### src/rtl/softusb_sof_timer.sv
// USB host frame timer: divides usb_clk into frames, tracks the 11-bit frame number,
// requests SOF tokens over a req/ack handshake and exposes CTRL/STATUS/FRAME on the I/O bus.
module softusb_sof_timer #(
    parameter logic [5:0] BASE      = 6'h24,
    parameter int         PERIOD    = 48000,
    parameter int         EOF_GUARD = 480
) (
    input  logic        usb_clk,
    input  logic        usb_rst_n,
    input  logic        io_we,
    input  logic [5:0]  io_a,
    input  logic [7:0]  io_di,
    output logic [7:0]  io_do,
    output logic        sof_req,
    input  logic        sof_ack,
    output logic [10:0] frame_nr,
    output logic        eof,
    output logic        irq
);

    localparam logic [15:0] LAST_CNT  = 16'(PERIOD - 1);
    localparam logic [15:0] EOF_START = 16'(PERIOD - EOF_GUARD);

    logic [15:0] count_q, count_d;
    logic        en_q, en_d;
    logic        irq_en_q, irq_en_d;
    logic        st_sof_q, st_sof_d;
    logic        st_ovr_q, st_ovr_d;
    logic [10:0] frame_q, frame_d;
    logic [7:0]  lo_stage_q, lo_stage_d;
    logic [2:0]  hi_shadow_q, hi_shadow_d;
    logic        sof_req_q, sof_req_d;
    logic        eof_q, eof_d;
    logic [7:0]  io_do_q, io_do_d;

    // Offset relative to BASE; wraps for addresses below BASE so they fall out of range.
    logic [5:0] offset;
    logic       sel;
    logic       wr_ctrl, wr_status, wr_frame_l, wr_frame_h;
    logic       boundary;

    assign offset     = io_a - BASE;
    assign sel        = (offset[5:2] == 4'd0);
    assign wr_ctrl    = io_we & sel & (offset[1:0] == 2'd0);
    assign wr_status  = io_we & sel & (offset[1:0] == 2'd1);
    assign wr_frame_l = io_we & sel & (offset[1:0] == 2'd2);
    assign wr_frame_h = io_we & sel & (offset[1:0] == 2'd3);
    assign boundary   = en_q & (count_q == LAST_CNT);

    always_comb begin
        count_d     = 16'd0;
        en_d        = en_q;
        irq_en_d    = irq_en_q;
        st_sof_d    = st_sof_q;
        st_ovr_d    = st_ovr_q;
        frame_d     = frame_q;
        lo_stage_d  = lo_stage_q;
        hi_shadow_d = hi_shadow_q;
        sof_req_d   = sof_req_q;
        io_do_d     = 8'd0;

        if (en_q && !boundary) begin
            count_d = count_q + 16'd1;
        end
        if (sof_req_q && sof_ack) begin
            sof_req_d = 1'b0;
        end
        if (wr_status) begin
            st_sof_d = st_sof_q & ~io_di[0];
            st_ovr_d = st_ovr_q & ~io_di[1];
        end
        if (wr_frame_l) begin
            lo_stage_d = io_di;
        end
        if (wr_frame_h) begin
            frame_d = {io_di[2:0], lo_stage_q};
        end

        // Boundary events override a same-cycle clear, ack or frame commit.
        if (boundary) begin
            frame_d   = frame_q + 11'd1;
            sof_req_d = 1'b1;
            st_sof_d  = 1'b1;
            if (sof_req_q && !sof_ack) begin
                st_ovr_d = 1'b1;
            end
        end

        if (wr_ctrl) begin
            en_d     = io_di[0];
            irq_en_d = io_di[1];
            if (!io_di[0]) begin
                count_d   = 16'd0;
                sof_req_d = 1'b0;
            end
        end

        eof_d = en_d & (count_d >= EOF_START);

        if (sel) begin
            case (offset[1:0])
                2'd0: io_do_d = {6'd0, irq_en_q, en_q};
                2'd1: io_do_d = {6'd0, st_ovr_q, st_sof_q};
                2'd2: begin
                    io_do_d     = frame_q[7:0];
                    hi_shadow_d = frame_q[10:8];
                end
                default: io_do_d = {5'd0, hi_shadow_q};
            endcase
        end
    end

    always_ff @(posedge usb_clk or negedge usb_rst_n) begin
        if (!usb_rst_n) begin
            count_q     <= 16'd0;
            en_q        <= 1'b0;
            irq_en_q    <= 1'b0;
            st_sof_q    <= 1'b0;
            st_ovr_q    <= 1'b0;
            frame_q     <= 11'd0;
            lo_stage_q  <= 8'd0;
            hi_shadow_q <= 3'd0;
            sof_req_q   <= 1'b0;
            eof_q       <= 1'b0;
            io_do_q     <= 8'd0;
        end else begin
            count_q     <= count_d;
            en_q        <= en_d;
            irq_en_q    <= irq_en_d;
            st_sof_q    <= st_sof_d;
            st_ovr_q    <= st_ovr_d;
            frame_q     <= frame_d;
            lo_stage_q  <= lo_stage_d;
            hi_shadow_q <= hi_shadow_d;
            sof_req_q   <= sof_req_d;
            eof_q       <= eof_d;
            io_do_q     <= io_do_d;
        end
    end

    assign io_do    = io_do_q;
    assign sof_req  = sof_req_q;
    assign frame_nr = frame_q;
    assign eof      = eof_q;
    assign irq      = irq_en_q & st_sof_q;

endmodule
### config.mk
export PLATFORM = sky130hd
export DESIGN_NAME = softusb_sof_timer
export DESIGN_NICKNAME = d
export VERILOG_FILES = /design/src/rtl/softusb_sof_timer.sv
export SDC_FILE = /design/constraint.sdc
export NUM_CORES = 1
export LEC_CHECK = 0
export CORE_ASPECT_RATIO = 1.75
export CORE_UTILIZATION = 48
export CTS_CLUSTER_DIAMETER = 30
export DETAILED_ROUTE_END_ITERATION = 8
export PLACE_DENSITY = 0.73
export RECOVER_POWER = 25
export SLEW_MARGIN = 20
export SYNTH_ARGS = -nofsm -noshare
export SYNTH_HDL_FRONTEND = slang
export SYNTH_SLANG_ARGS = --single-unit
### constraint.sdc
create_clock -name usb_clk -period 1.7 [get_ports usb_clk]
set_input_delay 0.425 -clock usb_clk [delete_from_list [all_inputs] [get_ports usb_clk]]
set_output_delay 0.425 -clock usb_clk [all_outputs]
set_load 0.02 [all_outputs]
==> qor.csv <==
metric,value,unit
cp-end-kind,flop,
die_h,99.43,um
max_freq,491.8,MHz
synth_edf_count,0,
dieArea,5735,um^2
n_antenna_cell,0,
maxSlewViolCount,0,
fin_crit_sh,119.6,%
first_pass_iters,6,
grt_pass1_vias,2369,
clk_pin_slew,90,ps
fillers,367,
post-place-ws,-432.2,ps
grtUsageTotal,25.18,%
tightest_slew,1303,ps
fin_nets,375,
die_x,57.68,um
worstPathRequired,1890,ps
rows,35,
yosysWarnings,0,
port_buffers,39,
fin_worst_hold_slack,483.8,ps
status,"finished, violations left",
switching_share,31.96,%
met2_length,4120,um
setup_viol,29,
layout.cells.non_filler,410,
violations,"design-rule violations, negative setup slack",
start_util,49.55,%
pwr-share-comb,26.4,%
antenna_found_initial,0,
worstPathArrival,2220,ps
crit_start,io_di[0],
clock_path_buffers,2,
root_buffer,clkbuf_8,
cts_max_level,2,
rsz0062_at_grt,true,
seqPwrFrac,50.9,%
core,5255,um^2
ir_drop,699.8,uV
syn_nets,275,
drtIter0Drc,72,
top_layer,met4,
cts_made_buffers,5,
skew,7.926,ps
avgViaCountPerCell,5.824,
min-delay-path-class,in -> async,
power.leakage,1.860,nW
syn_area,2604,um^2
period_minus_slack,2033,ps
p_switching,962.6,uW
layout_common_cells,"dfrtp_1 (50), buf_4 (49), nor2_1 (23)",
dp_hpwl,4688,um
startpoint_type,input port,
placed_cells,382,
wl_per_cell,17.84,um
cts_sinks,52,
grt_max_degree,53,
hold_viol,0,
drc_errors,1,
layout-drive-gt1-share,36.90,%
relSlewSlack,13.14,%
wl_met3,240,um
wirelength,7314,um
syn_avg_cell_area,10.21,um^2
routabilityCongestion,0.8820,
worst-setup-path-type,in -> reg,
worstPathMaxFanout,2,
utilization,73.98,%
power-per-cell-area,774.7,nW/um^2
p_total,3.012,mW
clk_latency,300,ps
drv_cap,0,
postSynthCellCount,255,
syn_to_final_growth,49.30,%
synth_flop_cell,dfrtp_1,
ioPinCount,40,
synth.distinct_cells,46,
finalWorstSetupSlack,-333.4,ps
grt_overflow,0,
ys_seq_area_share,49.98,%
clock_power_share,22.8,%
grt_pass1_wl,11080,um
synth_seq_cells,52,
route.antenna.remaining_nets,0,
p_int,2.049,mW
cts_tree,done,
worst_r2r_startpoint,count_q[1],
async_flop_share,100.0,%
dr_total_vias,2388,
final_common_cell,dfrtp_1,
wl_met1,2649,um
[cell usage after synthesis, types with 3 or more instances]
library cell,n,area (um^2)
a211oi_1,4,30.03
a21oi_1,13,65.06
and2_1,8,50.05
and3_1,4,25.02
buf_2,4,20.02
dfrtp_1,52,1301
inv_1,13,48.80
mux2_2,10,112.6
nand2_1,21,78.83
nand3_1,9,45.04
nand3b_1,3,22.52
nand4_1,6,37.54
nor2_1,29,108.9
nor3_1,9,45.04
o21ai_0,14,70.07
o21ai_1,6,30.03
xnor2_1,7,61.31
xor2_1,6,52.55
[critical path: stages]
cell	delay (ps)
clkdlybuf4s50_1	500
nor4b_1	550
a21oi_2	160
o21ai_0	160
a2bb2oi_1	140
o21ai_1	190
a211oi_1	100
[power by group through the flow]
stage | combinational [mW] | sequential (mW) | clock, mW
2_1_floorplan | 0.285 | 1.58 | 0
3_3_place_gp | 0.687 | 1.53 | 0
3_5_place_dp | 0.702 | 1.54 | 0
4_1_cts | 0.731 | 1.51 | 0.694
5_1_grt | 0.866 | 1.55 | 0.743
6_report | 0.794 | 1.53 | 0.686
[stage by stage]
stage | setup TNS, ps | instance area (um^2)
after floorplan | 0 | 2624
after global placement | -11380 | 3369
after detailed placement | -11850 | 3369
after CTS | -819.4 | 3613
after global routing | -4549 | 3887
final | -3038 | 3887
[sequential cells by signal, indices dropped and copies added, names as in the netlist]
signal,cells
st_ovr_q,1
lo_stage_q,8
frame_nr,11
io_do,8
en_q,1
sof_req,1
count_q,16
st_sof_q,1
eof,1
irq_en_q,1
hi_shadow_q,3
[cell families after synthesis]
logic type / after synthesis / synth area share, %
and+or+nand+nor: 108 / 24.32
DFF: 52 / 49.98
AOI/OAI and AO/OA: 45 / 9.900
buffers and inverters: 21 / 3.652
muxes: 14 / 6.824
xor gates and xnor gates: 13 / 4.373
adders and majority gates: 2 / 0.9609
[cell type report]
type,count,area [um^2],share of cell area [%]
multi-input combinational,182,1473,37.88
tap,55,68.82,1.770
sequential,52,1304,33.54
inverter,13,48.80,1.255
clock buffer,6,72.57,1.867
timing repair buffer,101,915.9,23.56
clock inverter,1,5.005,0.1287
[metal layers]
layer	global-route usage, %	vias up
li1	-	1096
met1	28.02	1187
met2	46.60	81
met3	2.601	24
met4	11.90	0
met5	0	-
[timing repair]
| item | CTS | global route |
|---|---|---|
| resized for setup | 36 | 56 |
| cloned | 0 | 1 |
| pin swaps | 17 | 25 |
| setup buffers | 12 | 9 |
| setup endpoints to repair | 27 | 43 |
| hold buffers | 0 | 0 |
[path summary, 6_finish.rpt]
kind / endpoint / slack, ps / depth (start not counted)
worst min-delay path: count_q[4] / 480 / 2
max in group asynchronous: count_q[7] / 360 / 2
min in group usb_clk: lo_stage_q[1] / 500 / 2
worst max-delay path: eof / -330 / 7
worst min register to register: lo_stage_q[1] / 500 / 2
worst max register to register: eof / -240 / 8
No activity file was read; power rests on OpenSTA's default activity.
